$ cat config.mk
export PLATFORM = sky130hd
export DESIGN_NAME = graph_bfs_path
export DESIGN_NICKNAME = d
export VERILOG_FILES = /design/src/rtl/graph_bfs_path.sv
export SDC_FILE = /design/constraint.sdc
export NUM_CORES = 2
export LEC_CHECK = 0
export CAP_MARGIN = 15
export CORE_UTILIZATION = 30
export CTS_BUF_LIST = sky130_fd_sc_hd__clkbuf_8
export DETAILED_ROUTE_END_ITERATION = 6
export PLACE_DENSITY = 0.59
export SETUP_SLACK_MARGIN = 0.05
export SLEW_MARGIN = 30
export SYNTH_ARGS = -nofsm -noshare
export SYNTH_HDL_FRONTEND = slang
export SYNTH_SLANG_ARGS = --single-unit
$ cat constraint.sdc
create_clock -name CLK -period 7.5 [get_ports CLK]
set_clock_uncertainty 0.2 [all_clocks]
set_input_delay 1.125 -clock CLK [delete_from_list [all_inputs] [get_ports CLK]]
set_output_delay 1.125 -clock CLK [all_outputs]
set_load 0.005 [all_outputs]
$ cat src/rtl/graph_bfs_path.sv
// BFS shortest-path engine: capture, wavefront expansion, parent trace, path stream.
// Optional GRAPH_UNDIRECTED_EN symmetrises the captured adjacency.
module graph_bfs_path #(
  parameter int NODE_NUM = 32,
  parameter int IDX_W    = 5
) (
  input  logic                         CLK,
  input  logic                         RST_n,
  input  logic [NODE_NUM*NODE_NUM-1:0] edgeMask,
  input  logic                         startReq,
  input  logic [IDX_W-1:0]             startPoint,
  input  logic [IDX_W-1:0]             endpoint,
  output logic                         busy,
  output logic                         done,
  output logic                         found,
  output logic [IDX_W:0]               hopCount,
  output logic                         pathValid,
  input  logic                         pathReady,
  output logic [IDX_W-1:0]             pathNode,
  output logic                         pathLast
);

  localparam int NN = NODE_NUM * NODE_NUM;

  typedef enum logic [2:0] {
    IDLE, INIT, FORWARD, BACKWARD, PUTOUT, FIN
  } state_t;

  state_t state, state_n;

  logic [NN-1:0]       adj, adj_in;
  logic [IDX_W-1:0]    sp, ep, level, cur, ptr, optr;
  logic [NODE_NUM-1:0] visited, frontier, nxt, start_oh, end_oh;
  logic [IDX_W-1:0]    parent [NODE_NUM];
  logic [IDX_W-1:0]    par_n  [NODE_NUM];
  logic [IDX_W-1:0]    pbuf   [NODE_NUM];
  logic                range_ok, hit, last_beat;

`ifdef GRAPH_UNDIRECTED_EN
  always_comb begin
    adj_in = '0;
    for (int i = 0; i < NODE_NUM; i++)
      for (int j = 0; j < NODE_NUM; j++)
        adj_in[i*NODE_NUM+j] = edgeMask[i*NODE_NUM+j]
                             | edgeMask[j*NODE_NUM+i];
  end
`else
  always_comb adj_in = edgeMask;
`endif

  always_comb begin
    start_oh = '0;
    end_oh   = '0;
    for (int j = 0; j < NODE_NUM; j++) begin
      start_oh[j] = (IDX_W'(j) == sp);
      end_oh[j]   = (IDX_W'(j) == ep);
    end
  end

  assign range_ok = ({1'b0, sp} < (IDX_W+1)'(NODE_NUM))
                 && ({1'b0, ep} < (IDX_W+1)'(NODE_NUM));

  // descending scan so the lowest-index frontier parent wins
  always_comb begin
    nxt = '0;
    for (int j = 0; j < NODE_NUM; j++) begin
      par_n[j] = parent[j];
      for (int i = NODE_NUM - 1; i >= 0; i--) begin
        if (frontier[i] && adj[i*NODE_NUM+j] && !visited[j]) begin
          nxt[j]   = 1'b1;
          par_n[j] = IDX_W'(i);
        end
      end
    end
  end

  assign hit       = |(nxt & end_oh);
  assign last_beat = (optr == level);

  always_ff @(posedge CLK) begin
    if (!RST_n) state <= IDLE;
    else        state <= state_n;
  end

  always_comb begin
    state_n = state;
    unique case (state)
      IDLE:     if (startReq) state_n = INIT;
      INIT: begin
        if (!range_ok)     state_n = FIN;
        else if (sp == ep) state_n = BACKWARD;
        else               state_n = FORWARD;
      end
      FORWARD: begin
        if (hit)           state_n = BACKWARD;
        else if (nxt == '0) state_n = FIN;
      end
      BACKWARD: if (ptr == '0) state_n = PUTOUT;
      PUTOUT:   if (pathReady && last_beat) state_n = FIN;
      FIN:      state_n = IDLE;
      default:  state_n = IDLE;
    endcase
  end

  assign busy      = (state == INIT) || (state == FORWARD)
                  || (state == BACKWARD) || (state == PUTOUT);
  assign done      = (state == FIN);
  assign pathValid = (state == PUTOUT);
  assign pathNode  = pathValid ? pbuf[optr] : '0;
  assign pathLast  = pathValid && last_beat;

  always_ff @(posedge CLK) begin
    if (!RST_n) begin
      adj      <= '0;
      sp       <= '0;
      ep       <= '0;
      level    <= '0;
      cur      <= '0;
      ptr      <= '0;
      optr     <= '0;
      visited  <= '0;
      frontier <= '0;
      found    <= 1'b0;
      hopCount <= '0;
      for (int j = 0; j < NODE_NUM; j++) begin
        parent[j] <= '0;
        pbuf[j]   <= '0;
      end
    end else begin
      unique case (state)
        IDLE: begin
          if (startReq) begin
            adj      <= adj_in;
            sp       <= startPoint;
            ep       <= endpoint;
            found    <= 1'b0;
            hopCount <= '0;
          end
        end
        INIT: begin
          visited  <= start_oh;
          frontier <= start_oh;
          level    <= '0;
          cur      <= ep;
          ptr      <= '0;
        end
        FORWARD: begin
          visited  <= visited | nxt;
          frontier <= nxt;
          level    <= level + 1'b1;
          ptr      <= level + 1'b1;
          cur      <= ep;
          for (int j = 0; j < NODE_NUM; j++) parent[j] <= par_n[j];
        end
        BACKWARD: begin
          pbuf[ptr] <= cur;
          cur       <= parent[cur];
          if (ptr == '0) begin
            found    <= 1'b1;
            hopCount <= {1'b0, level};
            optr     <= '0;
          end else begin
            ptr <= ptr - 1'b1;
          end
        end
        PUTOUT: if (pathReady && !last_beat) optr <= optr + 1'b1;
        FIN: ;
        default: ;
      endcase
    end
  end

endmodule

# After elaboration in Yosys (flattened, before gate mapping)
# Memory sizes are Yosys's and may differ from the RTL's. A register that Yosys moved wholly into a read port is not among the register bits.
# Cells that the tools add are included.
# W data, S select, Z words.
# totals
register_bits	1128
ramBits	320
inputBits	1038
output_inout_bits	16
wordCells	4412
mem_count	2
# memory_table
memory	depth	word_bits	read_ports	rd_ports_with_merged_regs	write_ports	line_no	rtl
parent	32	5	1	1	32	34	logic [IDX_W-1:0] parent [NODE_NUM];
pbuf	32	5	1	1	32	36	logic [IDX_W-1:0] pbuf [NODE_NUM];
# op_classes
n_addsub	3
n_eq_ne	107
mux	2117
n_bitwise	34
reduce_logical	2137
# op_table
cell	count
$mux W5	1066
$logic_and A1 B1 Y1	2051
$mux W1	1035
$ne A32 B32 Y1 const B	32
$eq A5 B5 Y1 const A	32
$pmux W32 S2	2
$eq A4 B5 Y1 const A	16
$reduce_and A2 Y1	34
$eq A3 B5 Y1 const A	8
$logic_not A1 Y1	33
$and A32 B32 Y32	1
$logic_not A32 Y1	1
$or A1 B1 Y1	32
$or A32 B32 Y32	1
$reduce_or A32 Y1	1
$pmux W5 S2	3
$eq A2 B5 Y1 const A	4
$logic_not A5 Y1	3
$mux W3	5
$pmux W3 S5	1
$pmux W5 S3	1
$mux W6	2
$pmux W6 S2	1
$add A5 B1 Y5 const B	2
18 further kinds	31

# Longest topological paths before layout
# logic_depth
ltp_word	38
depth_mapped	14
ltp_nobuf	9

# Least setup slack after synthesis
# OpenSTA, ideal clock, no wires.
# synth_path
kind	register to output
from	register with a tool-made name
to	output port pathNode[0]
arrival_ps	2164
required_time_ps	6175
path_slack_ps	4011
stages_incl_launch_ff	7
n_path_buf	2
cell_sequence	dfxtp_1 clkbuf_1 buf_1 mux4_2 mux4_2 mux2i_1 nor2_1
# synth_lines
item	line_no	rtl
end: declaration	19	output logic [IDX_W-1:0] pathNode,

==> results.ini <==
[outcome]
run_status=finished, violations left
violations=design-rule violations

[job]
maxCapViolations=0

[synthesis]
syn_nets=10072
synth_area_leaders=dfxtp_1 31%, nand2_1 15%, edfxtp_1 13%
yosys.area.top_type=dfxtp_1
synth_area_um2=73940
yosysSeqAreaShare_pct=43.78
ys_types=90
ys.flop_type=dfxtp_1
synth_warnings=0
synth_seq_cells=1457
synth_edf_count=320
synthArstFlopShare_pct=0
syn_inst=9027
synth_top_area_share_pct=30.78
synth.avg_cell_area_um2=8.191

[routing]
vias=81679
ant_nets=0
drt-initial-drc-count=13227
first_pass_iters=7
vias_per_cell=6.129
drc=92
wire_per_inst_um=40.53
wirelength_um=540000

[place]
gp_congestion=1.173
dp.cells=12793
io_buffer_count=1052
pre_cts_slack_ns=2.575
dp_hpwl_um=436400

[critical_path]
cp_num_buf_inv=2
critPathKind=flop to output port
crit_fanout=40
path_cells=buf_4 > mux4_2 > mux4_2 > mux2i_1 > nor2_1 > clkdlybuf4s50_1
slowest_stage=mux4_2
cpLargestDelayFamily=multiplexers
reg2reg_from=state[2]
start_kind=flop
cpMostUsedCell=mux4_2
r2r_end=frontier[31]
crit_path_max_incr_delay_ns=0.64
end_kind=output port
worstPathRequired_ns=6.17
crit_arrival_ns=3.89
reg2reg_slack_ns=2.51
reg2regPathDepth=7

[pwr]
leakagePower_nw=32.62
ir_worst_vdd_mv=0.2902
power_density_nw_per_um2=293.6

[sta]
rsz0062_at_grt=no
finalCritPeriodShare_pct=69.58
slew_viol_final=0
final.min_clock_period_ns=5.219
tightest_slew_ns=1.341
holdWs_ns=0.2718
setup_viol=0
max_freq_ghz=0.1916
tns_ns=0
setup_ws_ns=2.281
hold_viol_final=0
max_slew_margin_pct=9.392

[final_layout]
fin_util_pct=38.47
nets=10938
instances_no_fill=13326
nFillCells=25056
area_growth_pct=27.03
multi_input_area_um2=38600
seqCellArea_um2=32430
layout-drive-gt1-share_pct=9.266

[global_routing]
overflow=0
grt_pass1_wl_um=698500
grt_start_max_net_pins=248
antenna_found_initial=65
grt_pass1_vias=75192
grt_use_total_pct=41.86

[clock_network]
root_buffer=clkbuf_8
clk_pin_slew_ns=0.06
clock-sinks=1457
cts_setup_buffers=0
numCtsBuffers=291
cts_buffer_depth=4
cts_resized=0
clock_latency_ns=1.09
h-tree-depth=5
cts_tree=yes
postCtsHoldBufs=0

[floorplan]
fp-row-count=181
die_h_um=498.5
start_util_pct=30.29
num_io_pins=1054
core-area_um2=244100
die_area_um2=248500
die_w_um=498.5

[hold_path]
min_path_type=flop to flop
min-delay-start=adj[1022]
hold_path_end=adj[1022]
hold_depth=2

[worst register-to-register path, stage by stage, from the launching register on]
cell,delay [ns]
dfxtp_1,0.91
clkinv_1,0.50
nand3_2,0.17
buf_4,0.59
nand2_1,0.52
and3_1,0.61
a22oi_1,0.92
a21boi_0,0.35
[cell type report]
class | count | share of cell area, %
multi-input cells | 6750 | 41.10
flip-flops and latches | 1457 | 34.53
repair buffers | 1341 | 13.79
clock buffers | 347 | 5.085
well taps | 3202 | 4.265
clock inverters | 133 | 0.9032
inverters | 52 | 0.2078
diodes | 44 | 0.1172
[synthesized netlist by cell type, types with 11 or more instances]
library cell and n:
a41oi_1 75, nor3_1 237, a22o_1 56, inv_1 50, o21bai_1 11, a32oi_1 62, a21o_1 44, buf_1 105
or3_1 13, dfxtp_1 1137, nand2_1 2907, a32o_1 68, o21a_1 29, edfxtp_1 320, nand2b_1 16, o22ai_1 59
a222oi_1 48, nor3b_1 16, nor4_1 29, clkbuf_1 588, nand4_1 19, a31oi_1 90, and2_1 33, or2_2 37
mux4_2 100, a311oi_1 11, nor2_1 320, a21oi_1 357, a211oi_1 30, a21boi_0 1119, a22oi_1 424, buf_2 71
nand3_1 109, mux2i_1 11, o211ai_1 40, nor2b_1 27, nand3b_1 11, and3_1 20, o21ai_0 166
[flip-flops by register name, indices dropped and copies added (netlist names), 3 cells and up, named ones only]
signal / cells
adj: 1024
level: 5
pbuf: 160
optr: 5
ptr: 5
frontier: 32
state: 3
hopCount: 5
sp: 5
visited: 32
parent: 160
cur: 5
ep: 5
[per-stage QoR]
stage	total power, mW	area (um^2)
final	27.58	93930
after global routing	28.04	93830
after CTS	27.11	93660
after detailed placement	18.85	88040
after global placement	18.79	87830
after floorplan	13.76	73940
[metal layers]
| metal | share of wire [%] | up-vias | wire (um) | GRT usage, % |
|---|---|---|---|---|
| met5 | 0.065 | - | 353 | 0.2701 |
| met3 | 11 | 1584 | 61900 | 14.12 |
| met2 | 41 | 6185 | 219400 | 60.19 |
| met1 | 38 | 40004 | 203000 | 50.08 |
| met4 | 10 | 42 | 55420 | 35.32 |
| li1 | - | 33864 | - | - |
[layout by cell type (no fill, tap or decap), types with 104 or more instances in the layout]
cell type,netlist,final
clkdlybuf4s50_1,0,1051
o21ai_0,166,160
nand2_1,2907,2907
dfxtp_1,1137,1101
a21boi_0,1119,1116
buf_4,1,255
inv_1,50,123
nand3_1,109,104
edfxtp_1,320,320
nor3_1,237,231
nor2_1,320,318
a22oi_1,424,420
a21oi_1,357,351
clkbuf_8,0,347
[cell families (layout without fill, tap and decap cells)]
group | Yosys count | count (layout) | synth area share [%]
mux | 113 | 113 | 3.225
xor+xnor | 17 | 17 | 0.2014
fa+ha+maj | 7 | 7 | 0.1184
other cells | 1 | 45 | 0.005072
compound gates | 2785 | 2785 | 27.27
flops | 1457 | 1457 | 43.78
simple gates | 3827 | 3827 | 21.08
buf+inv | 820 | 1873 | 4.318
[power breakdown]
group | leakage (nW) | internal [mW] | switching (mW) | total, mW
clock network | 3.18 | 4.51 | 3.88 | 8.39
logic | 16.9 | 2.08 | 5.06 | 7.14
registers | 12.6 | 9.36 | 2.70 | 12.1
[worst max-delay path by stage]
stage,startpoint,end,slack (ns),cells after the start
after detailed placement,startReq,adj[549],2.58,8
after CTS,flop,pathNode[2],2.17,6
after floorplan,flop,pathNode[0],4.01,6
final,flop,pathNode[2],2.28,6
after global placement,frontier[7],state[0],2.49,11
after global routing,flop,pathNode[2],2.07,6
No activity file was read; power rests on OpenSTA's default activity.
